$ cat src/rtl/bp_pkg.sv
// Shared definitions for the fetch-stage branch predictor: 2-bit direction
// counter encodings and the saturating counter update.
package bp_pkg;

    localparam int XLEN_DEF = 64;

    typedef enum logic [1:0] {
        SNT = 2'b00,
        WNT = 2'b01,
        WT  = 2'b10,
        ST  = 2'b11
    } ctr_e;

    function automatic logic [1:0] ctr_next(input logic [1:0] ctr, input logic taken);
        logic [1:0] r_res;
        r_res = ctr;
        if (taken) begin
            if (ctr != ST) r_res = ctr + 2'd1;
        end else begin
            if (ctr != SNT) r_res = ctr - 2'd1;
        end
        return r_res;
    endfunction

endpackage

$ cat src/rtl/btb_ram.sv
// Direct-mapped BTB storage: two async read ports (fetch lookup, EX training), one sync write port.
// Reads return pre-write contents in the write cycle; valid/ctr clear asynchronously on rst.
module btb_ram
    import bp_pkg::*;
#(
    parameter int XLEN  = XLEN_DEF,
    parameter int DEPTH = 16,
    localparam int IDX_W = $clog2(DEPTH),
    localparam int TAG_W = XLEN - IDX_W - 2
) (
    input  logic             clk,
    input  logic             rst,
    input  logic [IDX_W-1:0] i_rd0_idx,
    output logic             o_rd0_valid,
    output logic [TAG_W-1:0] o_rd0_tag,
    output logic [XLEN-1:0]  o_rd0_target,
    output logic [1:0]       o_rd0_ctr,
    input  logic [IDX_W-1:0] i_rd1_idx,
    output logic             o_rd1_valid,
    output logic [TAG_W-1:0] o_rd1_tag,
    output logic [XLEN-1:0]  o_rd1_target,
    output logic [1:0]       o_rd1_ctr,
    input  logic             i_wr_en,
    input  logic [IDX_W-1:0] i_wr_idx,
    input  logic [TAG_W-1:0] i_wr_tag,
    input  logic [XLEN-1:0]  i_wr_target,
    input  logic [1:0]       i_wr_ctr
);

    logic             r_valid  [DEPTH];
    logic [1:0]       r_ctr    [DEPTH];
    logic [TAG_W-1:0] r_tag    [DEPTH];
    logic [XLEN-1:0]  r_target [DEPTH];

    always_ff @(posedge clk or posedge rst) begin
        if (rst) begin
            for (int i = 0; i < DEPTH; i++) begin
                r_valid[i] <= 1'b0;
                r_ctr[i]   <= WNT;
            end
        end else if (i_wr_en) begin
            r_valid[i_wr_idx] <= 1'b1;
            r_ctr[i_wr_idx]   <= i_wr_ctr;
        end
    end

    // Tag/target need no reset: they are only observed through a set valid bit.
    always_ff @(posedge clk) begin
        if (i_wr_en && !rst) begin
            r_tag[i_wr_idx]    <= i_wr_tag;
            r_target[i_wr_idx] <= i_wr_target;
        end
    end

    assign o_rd0_valid  = r_valid[i_rd0_idx];
    assign o_rd0_tag    = r_tag[i_rd0_idx];
    assign o_rd0_target = r_target[i_rd0_idx];
    assign o_rd0_ctr    = r_ctr[i_rd0_idx];

    assign o_rd1_valid  = r_valid[i_rd1_idx];
    assign o_rd1_tag    = r_tag[i_rd1_idx];
    assign o_rd1_target = r_target[i_rd1_idx];
    assign o_rd1_ctr    = r_ctr[i_rd1_idx];

endmodule

$ cat src/rtl/branch_predict_fetch.sv
// Fetch PC generation with BTB + 2-bit direction prediction, EX-driven training and redirect.
// Prediction is 0-cycle from if_pc; stall holds the PC unless a mispredict redirects it.
module branch_predict_fetch
    import bp_pkg::*;
#(
    parameter int              XLEN      = XLEN_DEF,
    parameter int              BTB_DEPTH = 16,
    parameter logic [XLEN-1:0] RESET_PC  = '0,
    parameter int              CNT_W     = 32
) (
    input  logic             clk,
    input  logic             rst,
    input  logic             stall,
    output logic [XLEN-1:0]  if_pc,
    output logic             pred_taken,
    output logic [XLEN-1:0]  pred_target,
    input  logic             ex_upd_valid,
    input  logic [XLEN-1:0]  ex_pc,
    input  logic             ex_taken,
    input  logic [XLEN-1:0]  ex_target,
    input  logic             ex_pred_taken,
    input  logic [XLEN-1:0]  ex_pred_target,
    output logic             flush,
    output logic [CNT_W-1:0] branch_cnt,
    output logic [CNT_W-1:0] mispred_cnt
);

    localparam int IDX_W = $clog2(BTB_DEPTH);
    localparam int TAG_W = XLEN - IDX_W - 2;

    logic [XLEN-1:0]  r_pc;
    logic [CNT_W-1:0] r_branch_cnt;
    logic [CNT_W-1:0] r_mispred_cnt;

    logic [IDX_W-1:0] w_if_idx;
    logic [TAG_W-1:0] w_if_tag;
    logic [IDX_W-1:0] w_ex_idx;
    logic [TAG_W-1:0] w_ex_tag;

    logic             w_if_valid;
    logic [TAG_W-1:0] w_if_ent_tag;
    logic [XLEN-1:0]  w_if_ent_target;
    logic [1:0]       w_if_ent_ctr;
    logic             w_ex_valid;
    logic [TAG_W-1:0] w_ex_ent_tag;
    logic [XLEN-1:0]  w_ex_ent_target;
    logic [1:0]       w_ex_ent_ctr;

    logic             w_if_hit;
    logic             w_ex_hit;
    logic             w_pred_taken;
    logic [XLEN-1:0]  w_pred_target;
    logic [XLEN-1:0]  w_pc_plus4;
    logic [XLEN-1:0]  w_ex_pc_plus4;
    logic             w_mispredict;
    logic [XLEN-1:0]  w_next_pc;

    logic             w_wr_en;
    logic [XLEN-1:0]  w_wr_target;
    logic [1:0]       w_wr_ctr;

    logic             w_unused;

    assign w_if_idx = r_pc[IDX_W+1:2];
    assign w_if_tag = r_pc[XLEN-1:IDX_W+2];
    assign w_ex_idx = ex_pc[IDX_W+1:2];
    assign w_ex_tag = ex_pc[XLEN-1:IDX_W+2];

    btb_ram #(
        .XLEN  (XLEN),
        .DEPTH (BTB_DEPTH)
    ) u_btb (
        .clk          (clk),
        .rst          (rst),
        .i_rd0_idx    (w_if_idx),
        .o_rd0_valid  (w_if_valid),
        .o_rd0_tag    (w_if_ent_tag),
        .o_rd0_target (w_if_ent_target),
        .o_rd0_ctr    (w_if_ent_ctr),
        .i_rd1_idx    (w_ex_idx),
        .o_rd1_valid  (w_ex_valid),
        .o_rd1_tag    (w_ex_ent_tag),
        .o_rd1_target (w_ex_ent_target),
        .o_rd1_ctr    (w_ex_ent_ctr),
        .i_wr_en      (w_wr_en),
        .i_wr_idx     (w_ex_idx),
        .i_wr_tag     (w_ex_tag),
        .i_wr_target  (w_wr_target),
        .i_wr_ctr     (w_wr_ctr)
    );

    assign w_pc_plus4    = r_pc + XLEN'(4);
    assign w_ex_pc_plus4 = ex_pc + XLEN'(4);

    assign w_if_hit      = w_if_valid && (w_if_ent_tag == w_if_tag);
    assign w_pred_taken  = w_if_hit && w_if_ent_ctr[1];
    assign w_pred_target = w_if_hit ? w_if_ent_target : w_pc_plus4;

    // A taken branch with the right direction can still mispredict on a stale target.
    assign w_mispredict = ex_upd_valid &&
                          ((ex_taken != ex_pred_taken) ||
                           (ex_taken && (ex_target != ex_pred_target)));

    always_comb begin
        w_next_pc = w_pc_plus4;
        if (w_mispredict) begin
            w_next_pc = ex_taken ? ex_target : w_ex_pc_plus4;
        end else if (stall) begin
            w_next_pc = r_pc;
        end else if (w_pred_taken) begin
            w_next_pc = w_pred_target;
        end
    end

    assign w_ex_hit = w_ex_valid && (w_ex_ent_tag == w_ex_tag);

    // Not-taken misses leave the BTB alone so fall-through code does not evict real branches.
    always_comb begin
        w_wr_en     = 1'b0;
        w_wr_target = w_ex_ent_target;
        w_wr_ctr    = w_ex_ent_ctr;
        if (ex_upd_valid) begin
            if (w_ex_hit) begin
                w_wr_en  = 1'b1;
                w_wr_ctr = ctr_next(w_ex_ent_ctr, ex_taken);
                if (ex_taken) w_wr_target = ex_target;
            end else if (ex_taken) begin
                w_wr_en     = 1'b1;
                w_wr_ctr    = WT;
                w_wr_target = ex_target;
            end
        end
    end

    always_ff @(posedge clk or posedge rst) begin
        if (rst) begin
            r_pc          <= RESET_PC;
            r_branch_cnt  <= '0;
            r_mispred_cnt <= '0;
        end else begin
            r_pc <= w_next_pc;
            if (ex_upd_valid) r_branch_cnt  <= r_branch_cnt + CNT_W'(1);
            if (w_mispredict) r_mispred_cnt <= r_mispred_cnt + CNT_W'(1);
        end
    end

    assign w_unused = ^ex_pc[1:0];

    assign if_pc       = r_pc;
    assign pred_taken  = w_pred_taken;
    assign pred_target = w_pred_target;
    assign flush       = w_mispredict;
    assign branch_cnt  = r_branch_cnt;
    assign mispred_cnt = r_mispred_cnt;

endmodule

$ cat config.mk
export PLATFORM = sky130hd
export DESIGN_NAME = branch_predict_fetch
export DESIGN_NICKNAME = d
export VERILOG_FILES = /design/src/rtl/bp_pkg.sv /design/src/rtl/btb_ram.sv /design/src/rtl/branch_predict_fetch.sv
export SDC_FILE = /design/constraint.sdc
export NUM_CORES = 2
export LEC_CHECK = 0
export ABC_CLOCK_PERIOD_IN_PS = 13100
export BUFFER_PORTS_ARGS = -buffer_cell sky130_fd_sc_hd__buf_4
export CAP_MARGIN = 20
export CELL_PAD_IN_SITES_DETAIL_PLACEMENT = 0
export CELL_PAD_IN_SITES_GLOBAL_PLACEMENT = 2
export CORE_MARGIN = 8
export CORE_UTILIZATION = 51
export CTS_CLUSTER_SIZE = 12
export DETAILED_ROUTE_END_ITERATION = 8
export GPL_TIMING_DRIVEN = 0
export PLACE_DENSITY_LB_ADDON = 0.1
export SYNTH_ARGS = -nofsm -noshare
export SYNTH_HDL_FRONTEND = slang
export SYNTH_SLANG_ARGS = --single-unit
$ cat constraint.sdc
create_clock -name clk -period 13.1 [get_ports clk]
set_input_delay 1.965 -clock clk [delete_from_list [all_inputs] [get_ports clk]]
set_output_delay 1.965 -clock clk [all_outputs]
set_load 0.02 [all_outputs]
==> flow_metrics.py <==
metrics = {
    "outcome": {
        "status": "completed",
    },
    "sta": {
        "final.min_clock_period_ps": 11530,
        "fin_crit_sh_pct": 88.0,
        "holdWs_ps": 477,
        "worst_clock_skew_ps": 37.7,
        "setup_viol": 0,
        "tightest_slew_ps": 1380,
        "hold_violations": 0,
        "finalMaxSlewViolations": 0,
        "timing.fmax_ghz": 0.0868,
        "rsz0062_at_grt": "no",
        "relSlewSlack_pct": 7.40,
    },
    "synth": {
        "synth_nets": 5987,
        "synth_warnings": 0,
        "ys_types": 84,
        "synth.avg_cell_area_sq_um": 17.0,
        "seq_area_frac_synth_pct": 64.3,
        "ys_dominant_reg_cell": "edfxtp_1",
        "netlist_instances": 5782,
        "synth-async-reset-ratio_pct": 8.27,
        "netlist_area_sq_mm": 0.0980,
        "synth-edff-count": 1952,
        "synth_seq_cells": 2128,
    },
    "cts": {
        "cts_resized": 0,
        "clk_latency_ps": 910,
        "cts_setup_buffers": 0,
        "cts_root_buf": "clkbuf_16",
        "clk_path_buf_depth": 3,
        "holdBufCountCts": 0,
        "clkTransAtPathRegs_ps": 70,
        "tritoncts": "built",
        "htreeDepth": 4,
        "clock_sinks": 2128,
        "numCtsBuffers": 222,
    },
    "drt": {
        "drt_iter0_drc": 10700,
        "vias": 66600,
        "wire_per_inst_um": 48.2,
        "wirelength_mm": 446,
        "via_per_inst": 7.20,
        "drt_first_pass_iters": 6,
        "drc_errors": 0,
        "antenna_left": 0,
    },
    "min_path": {
        "holdPathStages": 1,
        "hold_class": "reg -> reg",
    },
    "die": {
        "io_pins": 392,
        "die_y_um": 454,
        "die_w_um": 454,
        "coreArea_sq_mm": 0.192,
        "initial_core_util_pct": 51.1,
        "dieArea_sq_mm": 0.206,
        "rows": 161,
    },
    "cells_and_area": {
        "final_util_pct": 59.2,
        "final_cell_mix": "1,952 x edfxtp_1, 703 x mux4_2, 441 x buf_4",
        "nNetsFinal": 6728,
        "drive_above_1_share_pct": 27.6,
        "final_common_cell": "edfxtp_1",
        "syn2layout_area_growth_pct": 15.9,
    },
    "setup_path": {
        "critPathMaxStageDelay_ps": 1010,
        "worstPathArrival_ps": 9560,
        "path_max_fanout": 10,
        "end_kind": "primary output",
        "critPathMostFrequentCell": "buf_2",
        "critical_path.cell_chain": "buf_2 -> buf_2 -> buf_2 -> buf_2 -> mux4_2 -> a221oi_1 -> xnor2_1 -> nor4_1 -> nand4_1 -> nor3_2 -> clkbuf_1 -> buf_2 -> nand2_1 -> o21ai_0 -> buf_4",
        "rrSetupSlack_ps": 4770,
        "path_class": "reg -> out",
        "r2r_cells": 15,
        "worstPathRequired_ps": 11140,
        "start_kind": "flop",
        "slowest_stage": "nor4_1",
    },
    "global_routing": {
        "grt_start_max_net_pins": 106,
        "antenna_found_initial": 40,
        "grt-ovfl-total": 0,
        "grt_pass1_vias": 63800,
        "gr-usage-all-layers_pct": 42.5,
        "grt_pass1_wl_mm": 582,
    },
    "placement": {
        "portBuffers": 391,
        "dpl.hpwl_mm": 325,
        "gp_congestion": 1.06,
    },
    "power_and_ir_drop": {
        "peakVddDrop_mv": 0.138,
        "power_density_mw_per_mm2": 156,
        "p_leak_nw": 38.2,
    },
    "run": {
        "cap_violations": 0,
    },
}
[cells by family (layout without fill, tap and decap cells)]
logic type	count (synthesis)	count (layout)	share of synthesized area, %
AOI/OAI and AO/OA	672	672	4.57
DFF	2128	2128	64.3
xor gates and xnor gates	321	321	2.87
adders and majority gates	7	7	0.0894
other	0	38	0
and+or+nand+nor	1030	1030	5.17
buffers and inverters	471	1373	2.11
muxes	1153	1153	20.9
[routing by layer]
| layer | GRT usage (%) | up-vias | wire (um) |
|---|---|---|---|
| met4 | 33.4 | 12 | 44700 |
| met3 | 11.3 | 1388 | 51900 |
| met1 | 51.5 | 34700 | 148000 |
| met5 | 0 | - | 71 |
| li1 | - | 25000 | - |
| met2 | 64.9 | 5573 | 201000 |
[synthesized netlist by cell type (32+ instances only)]
master / instances / share of area, %
a21oi_1: 148 / 0.76
a22o_1: 40 / 0.36
a22oi_1: 64 / 0.49
and2_1: 34 / 0.22
and3_1: 85 / 0.54
buf_1: 55 / 0.21
buf_2: 112 / 0.57
buf_4: 35 / 0.27
clkbuf_1: 185 / 0.71
dfrtp_1: 160 / 4.1
edfxtp_1: 1952 / 60
inv_1: 77 / 0.29
mux2_2: 92 / 1.1
mux2i_1: 358 / 3.7
mux4_2: 703 / 16
nand2_1: 336 / 1.3
nand3_1: 102 / 0.52
nand4_1: 68 / 0.43
nor2_1: 181 / 0.69
nor3_1: 53 / 0.27
nor4_1: 33 / 0.21
o21ai_0: 152 / 0.78
o22ai_1: 37 / 0.24
or3_1: 32 / 0.20
xnor2_1: 210 / 1.9
xor2_1: 111 / 0.99
[stage by stage]
| step | instances | worst slack [ps] | TNS, ps | instance area (sq um) | total power, mW |
|---|---|---|---|---|---|
| CTS | 9202 | 2060 | 0 | 113000 | 17.6 |
| global route | 9222 | 1960 | 0 | 113000 | 18.0 |
| floorplan | 5782 | 3420 | 0 | 98000 | 9.68 |
| finish | 9248 | 1570 | 0 | 114000 | 17.8 |
| global placement | 8699 | -3890 | -3803960 | 104000 | 11.6 |
| detailed placement | 8817 | 1930 | 0 | 107000 | 11.7 |
[worst paths after layout]
| path | startpoint | to |
|---|---|---|
| worst max-delay path | if_pc[3] | pred_target[47] |
| worst min-delay path | branch_cnt[31] | branch_cnt[31] |
| worst max register to register | if_pc[3] | if_pc[42] |
| worst min register to register | branch_cnt[31] | branch_cnt[31] |
| max in group asynchronous | rst | if_pc[29] |
| min in group asynchronous | rst | mispred_cnt[15] |
[worst max-delay path, delay by kind of cell, from the launching register on]
kind	cells	cell delay (ps)
AOI/OAI and AO/OA	2	1200
xor gates and xnor gates	1	380
buffers and inverters	7	3690
DFF	1	700
muxes	1	460
and+or+nand+nor	4	2160
[registers in the layout, indices dropped and copies added (netlist names)]
name / cells
u_btb.r_tag: 928
mispred_cnt: 32
u_btb.r_valid: 16
if_pc: 64
u_btb.r_ctr: 32
u_btb.r_target: 1024
branch_cnt: 32
[power breakdown]
part / switching (mW) / total, mW / internal (mW)
logic: 2.65 / 4.00 / 1.36
clock network: 2.77 / 6.08 / 3.31
registers: 0.159 / 7.68 / 7.53
total: 5.58 / 17.8 / 12.2
[final cells by class]
class / instances / area (sq um)
buffer: 391 / 1780
clock inverter: 96 / 903
clock buffer: 289 / 5940
sequential: 2128 / 63000
fill: 14500 / 78200
antenna: 38 / 95.1
multi-input combinational: 3183 / 33100
inverter: 80 / 308
timing repair buffer: 517 / 5240
tap: 2526 / 3160
Note: power is estimated with default switching activity, not from simulation.
